`src/rtl/uart_frame_check.sv`:
```
// UART RX frame checker: 3-sample majority vote, parity and stop-bit checks,
// sticky error flags and saturating error counters for the status block.
module uart_frame_check #(
    parameter int PRESCALE_W = 6,
    parameter int CNT_W      = 8
) (
    input  logic                  clk,
    input  logic                  rst,
    input  logic [PRESCALE_W-1:0] prescale,
    input  logic [PRESCALE_W-1:0] edge_cnt,
    input  logic                  rx_in,
    input  logic                  par_en,
    input  logic                  par_type,
    input  logic                  stop_bits,
    input  logic [7:0]            data_byte,
    input  logic                  par_chk_en,
    input  logic                  stp_chk_en,
    input  logic                  clr_status,
    output logic                  par_err,
    output logic                  stp_err,
    output logic                  frame_done,
    output logic [1:0]            err_sticky,
    output logic [CNT_W-1:0]      par_err_cnt,
    output logic [CNT_W-1:0]      stp_err_cnt
);

    typedef enum logic [1:0] {
        ST_IDLE  = 2'd0,
        ST_STOP1 = 2'd1,
        ST_STOP2 = 2'd2
    } state_t;

    localparam logic [PRESCALE_W-1:0] P_ONE = PRESCALE_W'(1);
    localparam logic [CNT_W-1:0]      C_ONE = CNT_W'(1);
    localparam logic [CNT_W-1:0]      C_MAX = '1;

    logic [PRESCALE_W-1:0] w_mid;
    logic [PRESCALE_W-1:0] w_last;
    logic                  w_eval;
    logic                  w_vote;
    logic                  w_par_err_nxt;
    logic                  w_stp_err_nxt;
    logic                  w_done_nxt;
    logic [2:0]            r_samp;
    state_t                r_state;
    state_t                w_state_nxt;

    assign w_mid  = {1'b0, prescale[PRESCALE_W-1:1]};
    assign w_last = prescale - P_ONE;
    assign w_eval = (edge_cnt == w_last);
    assign w_vote = (r_samp[0] & r_samp[1]) | (r_samp[0] & r_samp[2]) | (r_samp[1] & r_samp[2]);

    // Samples around the bit centre are captured regardless of which bit is in flight.
    always_ff @(posedge clk or negedge rst) begin
        if (!rst) begin
            r_samp <= 3'b000;
        end else begin
            if (edge_cnt == w_mid - P_ONE) r_samp[0] <= rx_in;
            if (edge_cnt == w_mid)         r_samp[1] <= rx_in;
            if (edge_cnt == w_mid + P_ONE) r_samp[2] <= rx_in;
        end
    end

    assign w_par_err_nxt = w_eval && par_chk_en && par_en &&
                           (((^data_byte) ^ par_type) != w_vote);

    always_comb begin
        w_state_nxt   = r_state;
        w_stp_err_nxt = 1'b0;
        w_done_nxt    = 1'b0;
        case (r_state)
            ST_IDLE: begin
                if (stp_chk_en) w_state_nxt = ST_STOP1;
            end
            ST_STOP1: begin
                if (!stp_chk_en) begin
                    w_state_nxt = ST_IDLE;
                end else if (w_eval) begin
                    w_stp_err_nxt = ~w_vote;
                    if (stop_bits) begin
                        w_state_nxt = ST_STOP2;
                    end else begin
                        w_done_nxt  = 1'b1;
                        w_state_nxt = ST_IDLE;
                    end
                end
            end
            ST_STOP2: begin
                if (!stp_chk_en) begin
                    w_state_nxt = ST_IDLE;
                end else if (w_eval) begin
                    w_stp_err_nxt = ~w_vote;
                    w_done_nxt    = 1'b1;
                    w_state_nxt   = ST_IDLE;
                end
            end
            default: w_state_nxt = ST_IDLE;
        endcase
    end

    always_ff @(posedge clk or negedge rst) begin
        if (!rst) begin
            r_state    <= ST_IDLE;
            par_err    <= 1'b0;
            stp_err    <= 1'b0;
            frame_done <= 1'b0;
        end else begin
            r_state    <= w_state_nxt;
            par_err    <= w_par_err_nxt;
            stp_err    <= w_stp_err_nxt;
            frame_done <= w_done_nxt;
        end
    end

    // A clear coinciding with a new error keeps that error as the first event.
    always_ff @(posedge clk or negedge rst) begin
        if (!rst) begin
            err_sticky  <= 2'b00;
            par_err_cnt <= '0;
            stp_err_cnt <= '0;
        end else if (clr_status) begin
            err_sticky  <= {w_stp_err_nxt, w_par_err_nxt};
            par_err_cnt <= w_par_err_nxt ? C_ONE : '0;
            stp_err_cnt <= w_stp_err_nxt ? C_ONE : '0;
        end else begin
            err_sticky <= err_sticky | {w_stp_err_nxt, w_par_err_nxt};
            if (w_par_err_nxt && (par_err_cnt != C_MAX)) par_err_cnt <= par_err_cnt + C_ONE;
            if (w_stp_err_nxt && (stp_err_cnt != C_MAX)) stp_err_cnt <= stp_err_cnt + C_ONE;
        end
    end

endmodule

```
`config.mk`:
```
export PLATFORM = sky130hd
export DESIGN_NAME = uart_frame_check
export DESIGN_NICKNAME = d
export VERILOG_FILES = /design/src/rtl/uart_frame_check.sv
export SDC_FILE = /design/constraint.sdc
export NUM_CORES = 1
export LEC_CHECK = 0
export CAP_MARGIN = 20
export CORE_MARGIN = 3
export CORE_UTILIZATION = 49
export DETAILED_ROUTE_END_ITERATION = 10
export PLACE_DENSITY = 0.87
export SLEW_MARGIN = 25
export SYNTH_ARGS = -nofsm -noshare
export SYNTH_HDL_FRONTEND = slang
export SYNTH_SLANG_ARGS = --single-unit
```
`constraint.sdc`:
```
create_clock -name clk -period 2.6 [get_ports clk]
set_input_delay 0.26 -clock clk [delete_from_list [all_inputs] [get_ports clk]]
set_output_delay 0.26 -clock clk [all_outputs]
set_load 0.02 [all_outputs]
```
## Word-level counts from Yosys, hierarchy flattened

Index checks and enable logic that the tools add are counted.

- Input port bits: 29
- Register bits: 26

- Reductions and logical operators: 11
- Bitwise gates (word level): 8
- Muxes and demuxes: 23
- Equal/unequal tests: 12
- Add/sub/neg operators: 5

Operators with widths:

| kind | number |
|---|---|
| two-way mux 8 bit | 4 |
| equality test 6 bit | 3 |
| adder 8 x 1 -> 8 bit (second input constant) | 2 |
| != test 8 bit (second input constant) | 2 |
| two-way mux 2 bit | 7 |
| two-way mux 1 bit | 10 |
| XOR reduction 8 bit | 1 |
| adder 5 x 1 -> 6 bit (second input constant) | 1 |
| equality test 6 x 5 -> 1 bit | 1 |
| != test 3 bit (second input constant) | 2 |
| one-hot mux 2 bit (3 select lines) | 1 |
| subtractor 5 x 1 -> 6 bit (second input constant) | 1 |
| subtractor 6 x 1 -> 6 bit (second input constant) | 1 |
| logical AND 1 bit | 5 |
| nonzero test 2 bit | 2 |
| AND 1 bit | 3 |
| AND reduction 3 bit | 1 |
| equality test 2 x 1 -> 1 bit (second input constant) | 1 |
| equality test 2 bit (second input constant) | 1 |
| logical NOT 2 bit | 1 |
| != test 2 bit (second input constant) | 1 |
| bitwise OR 1 bit | 2 |
| bitwise OR 2 bit | 1 |
| one-hot mux 1 bit (2 select lines) | 1 |
| 4 further kinds | 4 |

## Longest topological paths before layout

Gate-level depths: netlist (run 1).

- Depth in word-level cells: 10
- Gate-level depth with buffers: 10
- Mapped depth without buffers: 8

## Worst setup path after synthesis (run 1)

OpenSTA, ideal clock, no wires.

- Kind: in2reg
- From: in prescale[2]
- To: reg par_err_cnt[2]
- Slack: 136 ps
- Data required time: 2,472 ps
- Data arrival time: 2,337 ps
- Setup time: 128 ps
- Path buffers: 2
- Stages on the path: 10
- Cell sequence: clkbuf_1 -> inv_1 -> ha_1 -> nand2_1 -> nand4_1 -> a2111oi_4 -> nand4b_1 -> buf_2 -> nor3_1 -> mux2_1

- Word-level cells in the longest chain between the ends: 7

RTL lines:

| item | line | text |
|---|---|---|
| start: declaration | 9 | `input logic [PRESCALE_W-1:0] prescale,` |
| subtractor 6 x 1 -> 6 bit | 49 | `assign w_last = prescale - P_ONE;` |
| equality test 6 bit | 50 | `assign w_eval = (edge_cnt == w_last);` |
| logical AND 1 bit (3 in a row) | 64 | `assign w_par_err_nxt = w_eval && par_chk_en && par_en &&` |
| logical AND 1 bit | 127 | `if (w_par_err_nxt && (par_err_cnt != C_MAX)) par_err_cnt <= par_err_cnt + C_ONE;` |
| nonzero test 2 bit (no line) | n/a |  |
| end signal: assignment | 123 | `par_err_cnt <= w_par_err_nxt ? C_ONE : '0;` |
| end signal: assignment | 127 |  |
| end: declaration | 23 | `output logic [CNT_W-1:0] par_err_cnt,` |

No other way between the ends.
A chain may end at the register's enable or synchronous reset.

## Worst setup path in the final report (run 1)

- From: in prescale[1]
- To: reg stp_err_cnt[5]

- Word-level cells in the longest chain between the ends: 7

RTL lines:

| item | line | text |
|---|---|---|
| subtractor 6 x 1 -> 6 bit | 49 |  |
| equality test 6 bit | 50 |  |
| two-way mux 1 bit | 78, 91 |  |
| two-way mux 1 bit | 76 | `if (!stp_chk_en) begin` |
| two-way mux 1 bit | n/a |  |
| logical AND 1 bit | 128 | `if (w_stp_err_nxt && (stp_err_cnt != C_MAX)) stp_err_cnt <= stp_err_cnt + C_ONE;` |
| nonzero test 2 bit (no line) | n/a |  |
| end signal: assignment | 124 | `stp_err_cnt <= w_stp_err_nxt ? C_ONE : '0;` |
| end signal: assignment | 128 |  |
| end: declaration | 24 | `output logic [CNT_W-1:0] stp_err_cnt` |

No other way between the ends.

==> qor.csv, run 1 <==
metric,value,unit
sequential area share after synthesis,33.4,%
pre-CTS WS,-228,ps
"FFs w/ async S/R, synth",100,%
Max H-tree Level,1,
Worst path depth,10,
Final Hold Vio Count,0,
Synthesis Warnings,0,
antenna violations before repair,0,
Setup crit end kind,flip-flop,
Seq cells post-synth,26,
max-cap violations,0,
"Distinct cells, synth",46,
most frequent cells in the layout,"clkdlybuf4s50_1 (49), dfrtp_1 (26), buf_4 (23)",
final core occ,71.7,%
Iter 0 DRT Violations,179,
cell family with most CP delay,buffers and inverters,
Final period util,93.9,%
Sink Count,26,
PwrDens,404,nW/um2
Reg area,651,um2
Leakage,0.00113,uW
WP buf/inv,4,
Starting Density,52.0,%
Setup CP Type,in2reg,
Post-Syn Nets,259,
clock slew at reported path FFs,90,ps
CTS tree,yes,
GRT overflow,0,
critical-path cell list,clkdlybuf4s50_1 > inv_1 > ha_1 > a31o_1 > a2111oi_4 > nand4_1 > buf_4 > buf_4 > or3_1 > a21oi_1,
Multi-input gate area,1210,um2
clk_skew,3.42,ps
Max Slew Vio Count,0,
num rows,22,
setup ws final,158,ps
hold_buf cts,0,
Fmax achieved,0.409,GHz
status,completed,
die area,4770,um2
PortBufs,49,
crit path max-delay cell type,clkdlybuf4s50_1,
Mapped Cells,221,
wire per inst,13.6,um
largest net degree at the start of global routing,27,
first-pass GRT wire length,8000,um
CP Launch Type,input pin,
boundary pin count,50,
Filler Cell Count,319,
max_slew headroom,66.2,%
number of synthesized flops with an enable pin,0,
worst-margin pin slew,506,ps
core area,3740,um2
Synth Cell Area,1950,um2
Crit path largest cell delay,470,ps
Die Ht,69.1,um
CP required,2810,ps
clk buf depth,2,
Vias,1858,
Via density,5.55,
"most common cell after layout, fill and taps aside",clkdlybuf4s50_1,
Clock Latency Late Sink,280,ps
HP Class,in2async,
drt first pass iters,4,
RePlAce Congestion,0.896,
Final ANT Viol Nets,0,
post-route DRC violation count,0,
VDD IR max,205,uV
r2r worst-path depth,7,
crit-path most repeated cell,buf_4,
RSZ-0062 raised after global routing,false,
Layout area overhead,37.7,%
Worst Path Arrival,2650,ps
vias in the first global route,1890,
Final min period,2440,ps
Final setup viols,0,
Main synth FF type,dfrtp_1,
layout cells sized above 1,10.8,%
HPWL Detailed,3700,um
DRT Wirelength,4570,um
total CTS buffers,3,
CP max FO,6,
Mapped Avg Cell Area,8.82,um2
Root Buffer,clkbuf_8,
n_diodes,0,
GRT Overall Usage,20.1,%
die width,69.1,um
final net count,326,
==> worst paths after layout <==
path	slack, ps	startpoint	endpoint
setup / recovery	160	prescale[1]	stp_err_cnt[5]
hold / removal	340	rst	stp_err_cnt[3]
setup reg to reg	240	r_samp[2]	par_err_cnt[6]
hold reg to reg	490	err_sticky[0]	err_sticky[0]
max in group asynchronous	2010	rst	par_err_cnt[3]
min in group clk	490	err_sticky[0]	err_sticky[0]
==> cells by family after synthesis <==
logic type | Yosys count | share of synthesized area (%)
xor+xnor | 27 | 12.8
mux | 5 | 2.83
buf+inv | 21 | 4.69
simple gates | 87 | 23.6
flops | 26 | 33.4
fa+ha+maj | 10 | 6.36
compound gates | 45 | 16.3
==> repair_timing <==
action	CTS	global route
endpoints found under the setup margin	0	9
gates resized for setup	0	1
setup buffers	0	1
==> stage by stage <==
stage	hold slack, ps	std cells	total power [uW]	TNS, ps	cell area, um2
2_1_floorplan	-35.6	221	684	0	1950
3_3_place_gp	462	330	802	-884	2610
3_5_place_dp	475	330	819	-2030	2610
4_1_cts	357	334	1080	0	2670
5_1_grt	376	335	1140	0	2680
6_report	339	335	1080	0	2680
==> power by group <==
part	total, uW	leakage, uW	switching [uW]	internal [uW]
logic	351	0.000746	165	187
registers	459	0.000358	23.0	436
clock network	273	0.0000288	137	136
==> flip-flops by register name, summed over array words and instances, names as in the netlist <==
| signal | flops |
|---|---|
| stp_err_cnt | 8 |
| err_sticky | 2 |
| r_state | 2 |
| par_err | 1 |
| par_err_cnt | 8 |
| stp_err | 1 |
| r_samp | 3 |
| frame_done | 1 |
==> per-layer routing <==
layer,up-vias,track usage [%],part of all wire [%]
met5,-,0,0
met4,0,9.54,2.0
met3,9,3.21,4.6
met2,62,37.7,52
met1,864,21.7,41
li1,923,-,-
==> cell usage after synthesis (6+ instances only) <==
master	instances	area share, %
nand3_1	11	2.8
nor2_1	14	2.7
dfrtp_1	26	33
o31ai_1	6	2.3
xor2_1	10	4.5
nor3_1	6	1.5
o21ai_0	10	2.6
inv_1	11	2.1
a21oi_1	10	2.6
nor2b_1	7	2.2
ha_1	9	5.8
nand2_1	21	4.0
xnor2_1	16	7.2
==> cell type report <==
cell class                      count  share of cell area [%]
Tap cell                           48                    2.24
Timing Repair Buffer               72                    24.7
Multi-Input combinational cell    174                    45.2
Clock buffer                        4                    2.05
Sequential cell                    26                    24.3
Inverter                           11                    1.54
Note: power is estimated with default switching activity, not from simulation.
==> inputs of run 2 (changes only) <==
- CORE_UTILIZATION: 49 -> 35
- PLACE_DENSITY: 0.87 -> 0.67
==> run 2 against run 1 <==
  * Clock skew rose by 2.7 ps
  * Critical path depth fell by 1
  * Via count fell by 3.7%
  * Combinational power fell by 1%
  * Routed wire length fell by 4.8%
  * Power fell by 5.0%
  * Sequential cell count did not move
  * Non-clock buffer count did not move
  * Core utilization fell by 20 points
  * Register-to-register slack got worse by 40 ps
  * Maximum frequency fell by 2.4%
  * Highest routed layer unchanged
==> qor.csv, run 2 (synthesis results as in run 1) <==
metric,value,unit
max-cap violations,0,
sequential share of power,44.4,%
num rows,26,
Final period util,96.3,%
met2 usage,22.0,%
Final ANT Viol Nets,0,
DRT Wirelength,4350,um
CTS tree,yes,
first-pass GRT wire length,7110,um
final net count,326,
die area,6500,um2
vias in the first global route,1619,
cell family with most CP delay,compound AO/OA/AOI/OAI gates,
status,completed,
Final Hold Vio Count,0,
HP Class,in2async,
total chip power,1030,uW
Clock Latency Late Sink,270,ps
HPWL Detailed,3440,um
CP required,2800,ps
most used routing layer,met2,
hold_buf cts,0,
Setup CP Type,in2reg,
Sink Count,26,
Crit path largest cell delay,520,ps
Net Switching,303,uW
Setup crit end kind,flip-flop,
antenna violations before repair,0,
GRT Overall Usage,13.2,%
layout cells sized above 1,12.6,%
CP Launch Type,input pin,
die width,80.6,um
drt first pass iters,4,
Via density,5.03,
M1 GR Usage,18.1,%
Switching Share,29.4,%
Starting Density,37.2,%
max_slew headroom,73.3,%
final core occ,51.8,%
biggest regs,"par_err_cnt: 8 flops, stp_err_cnt: 8 flops, r_samp: 3 flops",
clk buf depth,2,
RePlAce Congestion,0.857,
Root Buffer,clkbuf_8,
setup ws final,97.3,ps
Final setup viols,0,
Int Power,727,uW
Multi-input gate area,1230,um2
PwrDens,379,nW/um2
Die Ht,80.6,um
Final min period,2500,ps
post-route DRC violation count,0,
CP max FO,5,
Worst Path Arrival,2700,ps
"most common cell after layout, fill and taps aside",clkdlybuf4s50_1,
Max H-tree Level,1,
Max Slew Vio Count,0,
core area,5240,um2
boundary pin count,50,
clk_skew,6.14,ps
Vias,1789,
Clock power frac,22.0,%
Filler Cell Count,506,
Fmax achieved,0.400,GHz
Layout area overhead,39.3,%
pre-CTS WS,-227,ps
Iter 0 DRT Violations,81,
critical-path cell list,clkdlybuf4s50_1 > inv_2 > ha_2 > a31o_1 > a2111oi_4 > nand4_1 > buf_6 > or4_1 > a21oi_2,
most frequent cells in the layout,"clkdlybuf4s50_1 (48), dfrtp_1 (26), buf_4 (21)",
Hold Slack,355,ps
Comb power frac,33.6,%
worst-margin pin slew,398,ps
n_diodes,0,
total CTS buffers,3,
PortBufs,49,
GRT overflow,0,
VDD IR max,188,uV
Leakage,0.00113,uW
wire per inst,12.2,um
clock slew at reported path FFs,90,ps
Reg area,651,um2
GR Util met3,1.35,%
crit path max-delay cell type,or4_1,
WP buf/inv,3,
largest net degree at the start of global routing,27,
-- run 2: changes by cell type in the layout (fill, tap and decap cells not counted), sizes merged --
cell and change:
clkbuf -1, clkdlybuf4s50 -1, dlymetal6s2s +1
-- run 2: repair_timing --
| action | 4_1_cts | 5_1_grt |
|---|---|---|
| gates resized for setup | 0 | 9 |
| buffers inserted | 0 | 2 |
| endpoints found under the setup margin | 0 | 6 |
-- run 2: stage by stage --
stage / setup TNS (ps) / area (um2) / instances
after global placement: -684 / 2630 / 350
after CTS: 0 / 2670 / 353
after global routing: -16.8 / 2710 / 356
final: 0 / 2710 / 356
after detailed placement: -1330 / 2630 / 350
after floorplan: 0 / 1950 / 221
-- run 2: cell type report --
class	count	area share, %
Clock buffer	3	1.52
Inverter	11	1.52
Multi-Input combinational cell	174	45.2
Sequential cell	26	24.0
Tap cell	70	3.23
Timing Repair Buffer	72	24.6
-- run 2: layer usage --
| metal | part of all wire, % | vias to the layer above |
|---|---|---|
| li1 | - | 930 |
| met1 | 47 | 807 |
| met2 | 47 | 48 |
| met3 | 4.9 | 4 |
| met4 | 1.1 | 0 |
| met5 | 0 | - |
-- run 2: power by group through the flow --
stage / Combinational (uW) / Clock [uW] / Sequential (uW)
6_report: 346 / 226 / 457
5_1_grt: 393 / 236 / 462
4_1_cts: 346 / 227 / 458
3_5_place_dp: 346 / 0 / 466
3_3_place_gp: 340 / 0 / 466
2_1_floorplan: 223 / 0 / 462
-- run 2: path summary, 6_finish.rpt --
kind	from	end	slack, ps	depth (start not counted)
worst max register to register	r_samp[2]	par_err_cnt[6]	200	7
min in group clk	err_sticky[1]	err_sticky[1]	480	1
max in group asynchronous	rst	par_err_cnt[7]	2000	2
worst min register to register	err_sticky[1]	err_sticky[1]	480	1
worst min-delay path	rst	stp_err_cnt[1]	350	2
worst max-delay path	prescale[1]	stp_err_cnt[6]	100	9
